## src/rtl/mux_scan_pkg.sv

```systemverilog
// Shared types and default constants for the mux scan controller.
package mux_scan_pkg;

  // Scan controller states.
  typedef enum logic [1:0] {
    ST_IDLE   = 2'd0,
    ST_SETTLE = 2'd1,
    ST_SAMPLE = 2'd2,
    ST_OUTPUT = 2'd3
  } scan_state_e;

  // Default number of mux inputs, select width and settle cycles per channel.
  localparam int N_DEF     = 16;
  localparam int SEL_W_DEF = 4;
  localparam int DWELL_DEF = 2;

endpackage

```

## src/rtl/mux_scan_dwell_cnt.sv

```systemverilog
// Settle-time counter: counts edges spent on one channel and flags the last one.
module mux_scan_dwell_cnt
  import mux_scan_pkg::*;
#(
  parameter int DWELL = DWELL_DEF
) (
  input  logic clk,
  input  logic rst_n,
  input  logic clr,
  input  logic en,
  output logic tc
);

  localparam logic [7:0] CNT_LAST = 8'(DWELL - 1);

  logic [7:0] cnt_q;
  logic [7:0] cnt_d;

  // Next count: clear has priority, otherwise advance while enabled.
  always_comb begin
    cnt_d = cnt_q;
    if (clr) begin
      cnt_d = 8'd0;
    end else if (en) begin
      cnt_d = cnt_q + 8'd1;
    end else begin
      cnt_d = cnt_q;
    end
  end

  // Count register, cleared asynchronously on reset.
  always_ff @(posedge clk or negedge rst_n) begin
    if (!rst_n) begin
      cnt_q <= 8'd0;
    end else begin
      cnt_q <= cnt_d;
    end
  end

  // Terminal count marks the final settle edge of the current channel.
  assign tc = en & (cnt_q == CNT_LAST);

endmodule

```

## src/rtl/mux_scan_ctrl.sv

```systemverilog
// Mux scan controller: steps a downstream N:1 mux through every input,
// waits DWELL cycles per channel, samples the fed-back output and presents
// the assembled frame with a valid/ready handshake.
module mux_scan_ctrl
  import mux_scan_pkg::*;
#(
  parameter int N     = N_DEF,
  parameter int SEL_W = SEL_W_DEF,
  parameter int DWELL = DWELL_DEF
) (
  input  logic             clk,
  input  logic             rst_n,
  input  logic             start,
  input  logic             continuous,
  output logic [SEL_W-1:0] sel,
  input  logic             y_in,
  output logic [N-1:0]     frame_data,
  output logic             frame_valid,
  input  logic             frame_ready,
  output logic             busy,
  output logic [7:0]       frame_cnt
);

  localparam logic [SEL_W-1:0] CH_LAST = SEL_W'(N - 1);
  localparam logic [SEL_W-1:0] CH_ZERO = {SEL_W{1'b0}};
  localparam logic [SEL_W-1:0] CH_ONE  = SEL_W'(1);

  scan_state_e      state_q, state_d;
  logic [SEL_W-1:0] ch_q, ch_d;
  logic [SEL_W-1:0] sel_q, sel_d;
  logic [N-1:0]     shadow_q, shadow_d;
  logic [N-1:0]     frame_data_q, frame_data_d;
  logic             frame_valid_q, frame_valid_d;
  logic             busy_q, busy_d;
  logic [7:0]       frame_cnt_q, frame_cnt_d;
  logic             armed_q, armed_d;

  logic dwell_en;
  logic dwell_clr;
  logic dwell_tc;

  // The counter runs only in SETTLE and restarts at zero for every channel.
  assign dwell_en  = (state_q == ST_SETTLE);
  assign dwell_clr = ~dwell_en | dwell_tc;

  mux_scan_dwell_cnt #(
    .DWELL (DWELL)
  ) u_dwell_cnt (
    .clk   (clk),
    .rst_n (rst_n),
    .clr   (dwell_clr),
    .en    (dwell_en),
    .tc    (dwell_tc)
  );

  // Next-state, channel, shadow and output computation for the scan FSM.
  always_comb begin
    state_d      = state_q;
    ch_d         = ch_q;
    shadow_d     = shadow_q;
    frame_data_d = frame_data_q;
    frame_cnt_d  = frame_cnt_q;
    // armed goes high one edge after reset so start is never taken on that edge
    armed_d      = 1'b1;

    case (state_q)
      ST_IDLE: begin
        if (start && armed_q) begin
          state_d = ST_SETTLE;
          ch_d    = CH_ZERO;
        end else begin
          state_d = ST_IDLE;
        end
      end

      ST_SETTLE: begin
        if (dwell_tc) begin
          state_d = ST_SAMPLE;
        end else begin
          state_d = ST_SETTLE;
        end
      end

      ST_SAMPLE: begin
        shadow_d[ch_q] = y_in;
        if (ch_q == CH_LAST) begin
          // last channel: publish the frame instead of letting ch wrap
          state_d      = ST_OUTPUT;
          frame_data_d = shadow_d;
        end else begin
          state_d = ST_SETTLE;
          ch_d    = ch_q + CH_ONE;
        end
      end

      ST_OUTPUT: begin
        if (frame_ready) begin
          frame_cnt_d = frame_cnt_q + 8'd1;
          ch_d        = CH_ZERO;
          if (continuous) begin
            state_d = ST_SETTLE;
          end else begin
            state_d = ST_IDLE;
          end
        end else begin
          state_d = ST_OUTPUT;
        end
      end

      default: begin
        state_d = ST_IDLE;
        ch_d    = CH_ZERO;
      end
    endcase

    // Outputs are derived from the next state so they are registered with it.
    busy_d        = (state_d != ST_IDLE);
    frame_valid_d = (state_d == ST_OUTPUT);
    if (state_d == ST_IDLE) begin
      sel_d = CH_ZERO;
    end else begin
      sel_d = ch_d;
    end
  end

  // State and registered outputs, all cleared asynchronously on reset.
  always_ff @(posedge clk or negedge rst_n) begin
    if (!rst_n) begin
      state_q       <= ST_IDLE;
      ch_q          <= CH_ZERO;
      sel_q         <= CH_ZERO;
      shadow_q      <= {N{1'b0}};
      frame_data_q  <= {N{1'b0}};
      frame_valid_q <= 1'b0;
      busy_q        <= 1'b0;
      frame_cnt_q   <= 8'd0;
      armed_q       <= 1'b0;
    end else begin
      state_q       <= state_d;
      ch_q          <= ch_d;
      sel_q         <= sel_d;
      shadow_q      <= shadow_d;
      frame_data_q  <= frame_data_d;
      frame_valid_q <= frame_valid_d;
      busy_q        <= busy_d;
      frame_cnt_q   <= frame_cnt_d;
      armed_q       <= armed_d;
    end
  end

  assign sel         = sel_q;
  assign frame_data  = frame_data_q;
  assign frame_valid = frame_valid_q;
  assign busy        = busy_q;
  assign frame_cnt   = frame_cnt_q;

endmodule

```

## config.mk

```make
export PLATFORM = sky130hd
export DESIGN_NAME = mux_scan_ctrl
export DESIGN_NICKNAME = d
export VERILOG_FILES = /design/src/rtl/mux_scan_pkg.sv /design/src/rtl/mux_scan_dwell_cnt.sv /design/src/rtl/mux_scan_ctrl.sv
export SDC_FILE = /design/constraint.sdc
export NUM_CORES = 1
export LEC_CHECK = 0
export BUFFER_PORTS_ARGS = -buffer_cell sky130_fd_sc_hd__buf_2
export CAP_MARGIN = 20
export CORE_UTILIZATION = 35
export DETAILED_ROUTE_END_ITERATION = 10
export SETUP_SLACK_MARGIN = 0.2
export SYNTH_ARGS = -nofsm -noshare
export SYNTH_HDL_FRONTEND = slang
export SYNTH_SLANG_ARGS = --single-unit
```

## constraint.sdc

```tcl
create_clock -name clk -period 2.4 [get_ports clk]
set_input_delay 0.36 -clock clk [delete_from_list [all_inputs] [get_ports clk]]
set_output_delay 0.36 -clock clk [all_outputs]
set_load 0.03 [all_outputs]
```

# [After elaboration in Yosys (flattened, before gate mapping)]
# Index checks and enable logic that the tools add are counted.
# W data, S select, Z words.
[word_totals] elab_cells=48 rom_bits=0 mem_bits_rw=0 ff_bits=61 output_inout_bits=30 latch_bits=0 inputBits=6 n_memories=0
[classes] n_div=0 bitwise=3 reduce_logical=8 mul=0 n_mux=16 n_lt_le_gt_ge=2 n_eq_ne=6 n_addsub=3 shift=0
[op_table] cell="$add A8 B1 Y8 const B" count=2
[op_table] cell="$bwmux W16" count=1
[op_table] cell="$mux W4" count=4
[op_table] cell="$mux W8" count=2
[op_table] cell="$pmux W4 S3" count=1
[op_table] cell="$eq A8 B1 Y1 const B" count=1
[op_table] cell="$pmux W2 S4" count=1
[op_table] cell="$eq A2 B2 Y1 const B" count=3
[op_table] cell="$mux W2" count=3
[op_table] cell="$lt A4 B5 Y1 const B" count=1
[op_table] cell="$add A4 B1 Y4 const B" count=1
[op_table] cell="$demux W1 S4" count=1
[op_table] cell="$eq A4 B4 Y1 const B" count=1
[op_table] cell="$ge A4 B1 Y1 const B" count=1
[op_table] cell="$logic_not A2 Y1" count=2
[op_table] cell="$reduce_and A2 Y1" count=2
[op_table] cell="$reduce_bool A2 Y1" count=2
[op_table] cell="$mux W1" count=3
[op_table] cell="$eq A2 B1 Y1 const B" count=1
[op_table] cell="$logic_and A1 B1 Y1" count=2
[op_table] cell="$and A1 B1 Y1" count=1
[op_table] cell="$not A1 Y1" count=1
[op_table] cell="$or A1 B1 Y1" count=1

# [Logic depth before layout (Yosys ltp)]
[logic_depth] word_depth=6 ltp_mapped=6 ltp_nobuf=5

# [By module]
# A second synthesis with hierarchy kept.
[unflattened] hier_cells=265 hier_area_um2=2952.8
[by_module_without_submodules] mod="mux_scan_ctrl" n_inst=1 cells_per_inst=223 area_per_inst_um2=2519.9 seq_area_each_um2=1301.2
[by_module_without_submodules] mod="mux_scan_dwell_cnt" n_inst=1 cells_per_inst=42 area_per_inst_um2=432.9 seq_area_each_um2=200.2

# [Worst setup path before layout]
# No wires, ideal clock.
[synth_path] path_type="register to register" from="register ch_q[0]" to="register frame_data_q[15] (netlist: frame_data[15])" stages_incl_launch_ff=6 t_required_ps=2275 arrival_time_ps=1505 path_buffers=1 synth_period_minus_slack_ps=1630 setup_ps=125 slack_ps=770 cell_sequence="dfrtp_1 ha_1 clkbuf_2 and3_2 nand2_1 mux2_2"
[synth_between] elab_chain_len=5 elab_cells_between_ends=8 classes_between="order compare (2); eq/ne (1); mux (3); reduce/logical (2)"
[synth_rtl] item="start, declared" line_no="mux_scan_ctrl.sv:29" source="logic [SEL_W-1:0] ch_q, ch_d;"
[synth_rtl] item="start signal, assigned" line_no="mux_scan_ctrl.sv:140" source="ch_q <= ch_d;"
[synth_rtl] item="$lt A4 B5 Y1 (implied by the code) / $ge A4 B1 Y1 (equally long branches)" line_no="mux_scan_ctrl.sv:85" source="shadow_d[ch_q] = y_in;"
[synth_rtl] item="$logic_and A1 B1 Y1 (implied by the code)" line_no="mux_scan_ctrl.sv:85"
[synth_rtl] item="$mux W1 (implied by the code)" line_no="mux_scan_ctrl.sv:85"
[synth_rtl] item="$demux W1 S4" line_no="mux_scan_ctrl.sv:85"
[synth_rtl] item="$bwmux W16" line_no="mux_scan_ctrl.sv:85"
[synth_rtl] item="end signal, assigned" line_no="mux_scan_ctrl.sv:133" source="frame_data_q <= {N{1'b0}};"
[synth_rtl] item="end signal, assigned" line_no="mux_scan_ctrl.sv:143" source="frame_data_q <= frame_data_d;"
[synth_rtl] item="end, declared" line_no="mux_scan_ctrl.sv:32" source="logic [N-1:0] frame_data_q, frame_data_d;"
# Parallel ways exist; a longest one is shown, timed or not.
# A chain may end at the register's enable or synchronous reset.

# [Worst setup path after layout]
[layout_path] from="register ch_q[0]" to="register frame_data_q[5] (netlist: frame_data[5])"
# Same word-level chain as after synthesis.

==> results_dict.tcl <==
set metrics [dict create \
    fin_hold_ws_ns 0.167 \
    antenna_found_initial 0 \
    synthFlopType "dfrtp_1" \
    hold_violations 0 \
    cts_tree "yes" \
    start_util_pct 36.0 \
    drv_cap 0 \
    ys_warn_count 0 \
    reg2regPathDepth 5 \
    seq_area_frac_synth_pct 51.0 \
    cp-end-kind "flop" \
    chipWidth_microns 93.7 \
    synth_nets 283 \
    die-area_sq_um 8780 \
    syn_avg_cell_area_sq_um 10.9 \
    cts_setup_buffers 0 \
    power_density_nw_per_um2 844 \
    synth_edf_count 0 \
    clk_latency_ns 0.34 \
    vias 2102 \
    finalMaxSlewViolations 0 \
    globalplace.congestion 0.761 \
    power_uw 2800 \
    grt_pass1_vias 2070 \
    ff2ff_setup_slack_ns 0.56 \
    ys_ff_latch 60 \
    ctsRootBufferMaster "clkbuf_8" \
    stdcell_area_sq_um 3320 \
    critPathKind "reg -> reg" \
    syn_to_final_growth_pct 12.6 \
    antenna_cells 0 \
    postRouteAntennaNets 0 \
    routed_wl_microns 5860 \
    crit_arrival_ns 2.06 \
    grt_max_degree 61 \
    io_pins 36 \
    ff_latch_area_sq_um 1500 \
    rows 33 \
    clock_path_buffers 2 \
    layout_common_cells "dfrtp_1 (60), o21ai_0 (37), buf_2 (35), nand3_1 (28), mux2_2 (16)" \
    crit_path_start_kind "flop" \
    ctsHoldBuffers 0 \
    overflow 0 \
    r2r-end "frame_data[5]" \
    grt_pass1_wl_microns 10200 \
    synth.distinct_cells 43 \
    htreeDepth 3 \
    fin_skew_ns 0.00553 \
    fin_nets 316 \
    postCtsResizedCells 0 \
    io_buffers 35 \
    hold_class "in -> async" \
    setup_violations 0 \
    instances_no_fill 411 \
    slew_headroom_pct 50.1 \
    min_period_ns 1.84 \
    multi_input_area_sq_um 1290 \
    critPathLaunch "ch_q[0]" \
    synth_cells 270 \
    peakVddDrop_v 0.000664 \
    p_leak_uw 0.00142 \
    drt_iter0_drc 78 \
    drc 0 \
    r2r_start "ch_q[0]" \
    cp.required_ns 2.62 \
    die_y_microns 93.7 \
    fin_crit_sh_pct 76.7 \
    fp.coreArea_sq_um 8180 \
    avgViaCountPerCell 5.11 \
    worst_pin_slew_ns 0.748 \
    drive_above_1_share_pct 24.5 \
    first_pass_iters 4 \
    wl_per_cell_microns 14.2 \
    gr-usage-all-layers_pct 15.3 \
    layout_commonest_cell "dfrtp_1" \
    fill_cells 808 \
    path_clk_slew_ns 0.06 \
    critPathMaxFanout 12 \
    status "completed" \
    hpwl_microns 3800 \
    dpl_cell_area_sq_um 3160 \
    rsz0062_at_grt "no" \
    synthArstFlopShare_pct 100 \
    tns_ns 0 \
    netlist_area_sq_um 2940 \
    clock.fmax_mhz 544 \
    cts.sinks 60 \
    cts_made_buffers 9 \
    dp_cells 397 \
]
-- metal layers --
layer	up-vias	part of all wire [%]	track usage (%)	wire, microns
met5	-	0	0	0
met4	0	1.8	6.67	107
met3	12	4.8	5.02	281
met2	44	45	23.4	2650
met1	1015	48	19.7	2820
li1	1031	-	-	-
-- cells by family after synthesis --
group	count (synthesis)	share of synthesized area, %
buffers and inverters	24	5.14
xor gates and xnor gates	10	2.97
AOI/OAI and AO/OA	57	11.4
other	1	0.127
DFF	60	51.0
adders and majority gates	7	2.97
muxes	31	11.2
and+or+nand+nor	80	15.1
-- stage by stage --
stage          setup WS (ns)  util, %
2_1_floorplan          0.770        -
3_3_place_gp           0.588     38.6
3_5_place_dp           0.567     38.6
4_1_cts                0.548     40.6
5_1_grt                0.329     40.6
6_report               0.560     40.6
-- registers in the layout, indices dropped and copies added (netlist names) --
| register | flops |
|---|---|
| sel | 4 |
| frame_cnt | 8 |
| u_dwell_cnt.cnt_q | 8 |
| frame_valid | 1 |
| state_q | 2 |
| armed_q | 1 |
| frame_data | 16 |
| shadow_q | 15 |
| busy | 1 |
| ch_q | 4 |
-- worst max-delay path, stage by stage (launching register included) --
cell and delay (ns):
dfrtp_1 0.49, ha_1 0.38, nand3_1 0.29, buf_4 0.27, o21ai_0 0.17, o21ai_0 0.11
-- where the power goes --
part / switching [uW] / total [uW] / internal [uW]
Sequential: 144 / 1310 / 1160
Clock: 376 / 761 / 386
Combinational: 473 / 731 / 258
-- Yosys cell counts (5+ instances only) --
cell,n,area share [%]
a21oi_1,7,1.2
clkbuf_1,5,0.64
clkbuf_2,5,0.85
dfrtp_1,60,51
ha_1,7,3.0
inv_1,6,0.76
mux2_2,16,6.1
mux2i_1,15,5.1
nand2_1,10,1.3
nand3_1,28,4.8
nand3b_1,6,1.5
nand4_1,6,1.3
nor2_1,9,1.1
o21ai_0,37,6.3
xnor2_1,5,1.5
xor2_1,5,1.5
-- final cells by class --
cell class	count	area share, %
Multi-Input combinational cell	186	38.9
Clock inverter	3	0.453
Clock buffer	11	4.26
Tap cell	105	3.96
Inverter	6	0.679
Timing Repair Buffer	40	6.42
Sequential cell	60	45.3
-- how the worst max path moves through the flow --
stage,endpoint,slack (ns)
floorplan,frame_data[15],0.77
global placement,frame_data[1],0.59
detailed placement,frame_data[6],0.57
CTS,frame_data[6],0.55
global route,frame_data[11],0.33
finish,frame_data[5],0.56
Power figures use the tool's default switching activity.
